$ cat src/rtl/mem_stage_lsu.sv
// Load/store unit behind the pipeline memory stage.
// Accepts one request at a time and places the byte lanes for it.
// It runs a single transaction on a word-addressed valid/ready bus and then
// acknowledges with a one-cycle pulse. Loads return aligned, extended data.
// Misaligned accesses, illegal sizes and bus timeouts complete with an error.
//
// Bus handshake: a request is transferred in the cycle where o_bus_valid and
// i_bus_ready are both high. While o_bus_valid waits for i_bus_ready, every
// bus field holds stable. After the transfer, one i_bus_rvalid pulse returns
// the response, for writes as well as reads. An rvalid that arrives in any
// state other than WAIT_RSP is dropped.
module mem_stage_lsu #(
    parameter int unsigned TIMEOUT_CYCLES = 255
) (
    input  logic        i_clk,
    input  logic        i_rst,
    input  logic        i_req,
    input  logic        i_we,
    input  logic [1:0]  i_mask_type,
    input  logic        i_ext_type,
    input  logic [31:0] i_memory_address,
    input  logic [31:0] i_memory_data,
    output logic [31:0] o_memory_readout,
    output logic        o_memory_ack,
    output logic        o_memory_err,
    output logic        o_bus_valid,
    output logic        o_bus_we,
    output logic [29:0] o_bus_addr,
    output logic [31:0] o_bus_wdata,
    output logic [3:0]  o_bus_be,
    input  logic        i_bus_ready,
    input  logic [31:0] i_bus_rdata,
    input  logic        i_bus_rvalid,
    output logic [1:0]  o_dbg_state
);

    typedef enum logic [1:0] {
        S_IDLE     = 2'd0,
        S_ISSUE    = 2'd1,
        S_WAIT_RSP = 2'd2,
        S_DONE     = 2'd3
    } state_t;

    localparam int CNT_W = (TIMEOUT_CYCLES < 2) ? 1 : $clog2(TIMEOUT_CYCLES + 1);
    localparam logic [CNT_W-1:0] CNT_ONE   = CNT_W'(1);
    localparam logic [CNT_W-1:0] CNT_LIMIT = CNT_W'(TIMEOUT_CYCLES);

    state_t            state_q;
    logic [CNT_W-1:0]  cnt_q;
    logic [1:0]        mask_q;
    logic              ext_q;
    logic [1:0]        off_q;
    logic              bus_valid_q;
    logic              bus_we_q;
    logic [29:0]       bus_addr_q;
    logic [31:0]       bus_wdata_q;
    logic [3:0]        bus_be_q;
    logic              ack_q;
    logic              err_q;
    logic [31:0]       readout_q;

    logic [1:0]        req_off;
    logic              req_bad;
    logic [31:0]       wdata_d;
    logic [3:0]        be_d;
    logic [7:0]        rd_byte;
    logic [15:0]       rd_half;
    logic [31:0]       load_d;
    logic [CNT_W-1:0]  cnt_d;
    logic              timeout_hit;

    // Decode the incoming request: legality and byte-lane placement of store data.
    always_comb begin
        req_off = i_memory_address[1:0];
        req_bad = (i_mask_type == 2'b11)
               || ((i_mask_type == 2'b01) && req_off[0])
               || ((i_mask_type == 2'b10) && (req_off != 2'b00));
        wdata_d = i_memory_data;
        be_d    = 4'b0000;
        case (i_mask_type)
            2'b00: begin
                wdata_d = {4{i_memory_data[7:0]}};
                be_d    = 4'b0001 << req_off;
            end
            2'b01: begin
                wdata_d = {2{i_memory_data[15:0]}};
                be_d    = req_off[1] ? 4'b1100 : 4'b0011;
            end
            2'b10: begin
                wdata_d = i_memory_data;
                be_d    = 4'b1111;
            end
            default: begin
                wdata_d = i_memory_data;
                be_d    = 4'b0000;
            end
        endcase
    end

    // Extract and extend load data from the read word using the captured request.
    always_comb begin
        rd_byte = i_bus_rdata[{off_q, 3'b000} +: 8];
        rd_half = off_q[1] ? i_bus_rdata[31:16] : i_bus_rdata[15:0];
        case (mask_q)
            2'b00:   load_d = ext_q ? {24'h000000, rd_byte} : {{24{rd_byte[7]}}, rd_byte};
            2'b01:   load_d = ext_q ? {16'h0000, rd_half}   : {{16{rd_half[15]}}, rd_half};
            default: load_d = i_bus_rdata;
        endcase
    end

    // Response timeout: the next count value expires once it reaches the limit.
    // A zero limit turns the timeout off.
    always_comb begin
        cnt_d       = cnt_q + CNT_ONE;
        timeout_hit = (TIMEOUT_CYCLES != 0) && (cnt_d == CNT_LIMIT);
    end

    // Transaction FSM. Every output is registered here.
    always_ff @(posedge i_clk or negedge i_rst) begin
        if (!i_rst) begin
            state_q     <= S_IDLE;
            cnt_q       <= '0;
            mask_q      <= 2'b00;
            ext_q       <= 1'b0;
            off_q       <= 2'b00;
            bus_valid_q <= 1'b0;
            bus_we_q    <= 1'b0;
            bus_addr_q  <= 30'h0;
            bus_wdata_q <= 32'h0;
            bus_be_q    <= 4'h0;
            ack_q       <= 1'b0;
            err_q       <= 1'b0;
            readout_q   <= 32'h0;
        end else begin
            case (state_q)
                S_IDLE: begin
                    ack_q <= 1'b0;
                    err_q <= 1'b0;
                    if (i_req) begin
                        mask_q      <= i_mask_type;
                        ext_q       <= i_ext_type;
                        off_q       <= req_off;
                        bus_we_q    <= i_we;
                        bus_addr_q  <= i_memory_address[31:2];
                        bus_wdata_q <= wdata_d;
                        bus_be_q    <= be_d;
                        if (req_bad) begin
                            state_q   <= S_DONE;
                            ack_q     <= 1'b1;
                            err_q     <= 1'b1;
                            readout_q <= 32'h0;
                        end else begin
                            state_q     <= S_ISSUE;
                            bus_valid_q <= 1'b1;
                        end
                    end
                end
                S_ISSUE: begin
                    if (i_bus_ready) begin
                        bus_valid_q <= 1'b0;
                        cnt_q       <= '0;
                        state_q     <= S_WAIT_RSP;
                    end
                end
                S_WAIT_RSP: begin
                    if (i_bus_rvalid) begin
                        state_q <= S_DONE;
                        ack_q   <= 1'b1;
                        err_q   <= 1'b0;
                        if (!bus_we_q) begin
                            readout_q <= load_d;
                        end
                    end else if (timeout_hit) begin
                        state_q   <= S_DONE;
                        ack_q     <= 1'b1;
                        err_q     <= 1'b1;
                        readout_q <= 32'h0;
                    end else if (TIMEOUT_CYCLES != 0) begin
                        cnt_q <= cnt_d;
                    end
                end
                S_DONE: begin
                    ack_q   <= 1'b0;
                    err_q   <= 1'b0;
                    state_q <= S_IDLE;
                end
                default: begin
                    state_q <= S_IDLE;
                end
            endcase
        end
    end

    assign o_memory_readout = readout_q;
    assign o_memory_ack     = ack_q;
    assign o_memory_err     = err_q;
    assign o_bus_valid      = bus_valid_q;
    assign o_bus_we         = bus_we_q;
    assign o_bus_addr       = bus_addr_q;
    assign o_bus_wdata      = bus_wdata_q;
    assign o_bus_be         = bus_be_q;
    assign o_dbg_state      = state_q;

endmodule
$ cat config.mk
export PLATFORM = sky130hd
export DESIGN_NAME = mem_stage_lsu
export DESIGN_NICKNAME = d
export VERILOG_FILES = /design/src/rtl/mem_stage_lsu.sv
export SDC_FILE = /design/constraint.sdc
export NUM_CORES = 1
export LEC_CHECK = 0
export CAP_MARGIN = 20
export CORE_ASPECT_RATIO = 0.75
export CORE_MARGIN = 3
export CORE_UTILIZATION = 40
export DETAILED_ROUTE_END_ITERATION = 10
export GPL_TIMING_DRIVEN = 0
export PLACE_DENSITY = 0.73
export SYNTH_ARGS = -nofsm -noshare
export SYNTH_HDL_FRONTEND = slang
export SYNTH_SLANG_ARGS = --single-unit
export TNS_END_PERCENT = 50
$ cat constraint.sdc
create_clock -name i_clk -period 2.7 [get_ports i_clk]
set_clock_uncertainty 0.05 [all_clocks]
set_input_delay 0.54 -clock i_clk [delete_from_list [all_inputs] [get_ports i_clk]]
set_output_delay 0.54 -clock i_clk [all_outputs]
set_load 0.05 [all_outputs]
==> results.toml <==
[outcome]
status = "finished clean"

[sta]
rsz0062_at_grt = "false"
finalCritPeriodShare_pct = 92.7
fin_tns_setup_ns = 0
slew_headroom_pct = 39.9
clock.fmax_mhz = 400
hold_viol = 0
slew_viol_final = 0
setup_viol = 0
period_minus_slack_ns = 2.50
worstMarginPinSlew_ns = 0.898

[logic_synthesis]
synthArstFlopShare_pct = 100
synth_most_common_cell = "dfrtp_1"
ys_types = 49
yosys.area.top_type_share_pct = 52.0
yosysWarnings = 0
syn_area_mm2 = 0.00563
synth.largest_area_cell = "dfrtp_1"
synth_seq_cells = 117
postSynthAreaPerCell_um2 = 11.0
ys_seq_area_share_pct = 52.0
synth_top_cells_by_count = "dfrtp_1 (117), nand2_1 (48), mux2_2 (45), o21ai_0 (45), mux2i_1 (33)"
synth_ff_type = "dfrtp_1"
synth_edf_count = 0
synthTopCellsByArea = "dfrtp_1 (52%), mux2_2 (9.0%), mux2i_1 (5.9%)"
syn_nets = 625
syn_inst = 513

[setup_path]
critPathLaunchType = "flop"
worstPathMaxFanout = 10
crit_arrival_ns = 2.75
critical_path.endpoint_type = "flop"
ff2ff_path_depth = 8
critPathKind = "reg -> reg"
worstPathRequired_ns = 2.95

[cells_and_area]
syn_to_final_growth_pct = 52.0
design_area_mm2 = 0.00856
final_nets = 852
drive_above_1_share_pct = 12.6
antennaDiodeCount = 0

[clock_tree]
cts_inserted_buffers = 17
clk_path_buf_depth = 2
clkTransAtPathRegs_ns = 0.06
cts_tree = "built"
insertion_delay_ns = 0.41
htree_levels = 4
clock-root-buffer = "clkbuf_16"
cts_setup_buffers = 0
cts_sinks = 117

[floorplanning]
die_area_mm2 = 0.0156
core-area_mm2 = 0.0134
die_w_um = 143
io-pin-count = 209
rows = 36
die_height_um = 109
start_util_pct = 42.1

[min_path]
min_path_cells = 1
hp-class = "reg -> reg"

[placed_design]
place_area_mm2 = 0.00794
place_congestion = 0.866
dpl.hpwl_um = 12900
io_buffers = 206

[routing]
first_iter_violations = 335
firstDrtPassIters = 5
wl_per_cell_um = 18.8
postRouteAntennaNets = 0
avgViaCountPerCell = 5.34
drc = 0
wl_um = 17400
dr_total_vias = 4938

[pwr]
clkPwrFrac_pct = 20.6
swShare_pct = 46.2
peakVddDrop_mv = 0.694
power_density_mw_per_mm2 = 1310
combPwrFrac_pct = 53.8
seqPwrFrac_pct = 25.6
p_leak_nw = 3.73
switching_power_mw = 5.20
internal_power_mw = 6.06

[global_routing]
grt-ovfl-total = 0
antenna_found_initial = 0
grt_max_degree = 89
grt_pass1_wl_um = 28000
grt_pass1_vias = 5251
grt_usage_pct = 23.2

[run]
cap_violations = 0
==> repair_timing <==
action | CTS | global route
gates resized for setup | 0 | 3
hold endpoints to repair | 29 | 0
endpoints found under the setup margin | 0 | 20
hold buffers | 1 | 0
==> layout by cell type (no fill, tap or decap), drive strengths merged, types with 9 or more instances in the layout <==
master         count
clkdlybuf4s50    205
dfrtp            117
nand2             48
o21ai             47
mux2              45
clkbuf            44
mux2i             33
nor2              28
a22o              22
nand2b            20
a21oi             19
inv               19
a21o              11
buf                9
==> power by group through the flow <==
| stage | sequential [mW] | clock, mW | combinational (mW) |
|---|---|---|---|
| floorplan | 5.02 | 0 | 1.82 |
| finish | 2.88 | 2.32 | 6.05 |
| global route | 2.98 | 2.45 | 6.44 |
| global placement | 2.87 | 0 | 5.94 |
| CTS | 2.89 | 2.37 | 6.07 |
| detailed placement | 2.90 | 0 | 6.04 |
==> worst max-delay path: stages, from the launching register on <==
cell      delay, ns
dfrtp_1        0.47
ha_1           0.28
nor2b_1        0.21
o21ai_2        0.11
a211oi_4       0.36
a21oi_2        0.14
a211o_4        0.38
buf_6          0.16
a22o_1         0.23
==> cell type report <==
class | instances | area [µm²]
fillers | 1066 | 4810
flip-flops and latches | 117 | 2930
inverters | 16 | 60.1
clock buffers | 18 | 429
well taps | 171 | 214
plain buffers | 33 | 155
multi-input cells | 347 | 2500
repair buffers | 208 | 2100
clock inverters | 14 | 176
==> layer usage <==
layer / track usage (%) / vias to the layer above / wire length, µm
met5: 0 / - / 0
met4: 6.51 / 0 / 236
met3: 10.5 / 25 / 1850
met2: 35.8 / 210 / 8020
met1: 29.6 / 2400 / 7260
li1: - / 2303 / -
==> path summary, 6_finish.rpt <==
path	start	end	slack [ns]
worst min register to register	o_memory_readout[9]	o_memory_readout[9]	0.43
worst max register to register	cnt_q[1]	o_memory_readout[22]	0.20
max in group asynchronous	i_rst	o_memory_readout[1]	1.35
min in group asynchronous	i_rst	cnt_q[3]	0.52
worst max-delay path	cnt_q[1]	o_memory_readout[22]	0.20
worst min-delay path	o_memory_readout[9]	o_memory_readout[9]	0.43
==> logic make-up (layout without fill, tap and decap cells) <==
kind of cell,count (synthesis),after routing,synth area share [%]
xor gates and xnor gates,2,2,0.311
buffers and inverters,49,289,3.80
AOI/OAI and AO/OA,144,144,18.0
and+or+nand+nor,116,116,9.53
muxes,78,78,14.9
DFF,117,117,52.0
adders and majority gates,7,7,1.55
==> state kept, by name, indices dropped and copies added (netlist names), 2 cells and up <==
register	count
o_bus_addr	30
cnt_q	8
o_bus_be	4
off_q	2
o_memory_readout	32
o_bus_wdata	32
mask_q	2
o_dbg_state	2
==> per-stage QoR <==
stage | util, % | power, mW | setup WS, ns | hold slack, ns | cells
floorplan | - | 6.84 | 0.351 | 0.194 | 513
global placement | 59.1 | 8.80 | -3.47 | 0.412 | 890
detailed placement | 59.3 | 8.94 | -0.225 | 0.387 | 891
CTS | 63.9 | 11.3 | 0.146 | 0.432 | 924
global route | 64.0 | 11.9 | 0.0441 | 0.448 | 924
finish | 64.0 | 11.3 | 0.198 | 0.428 | 924
(Power assumes the default switching activity.)
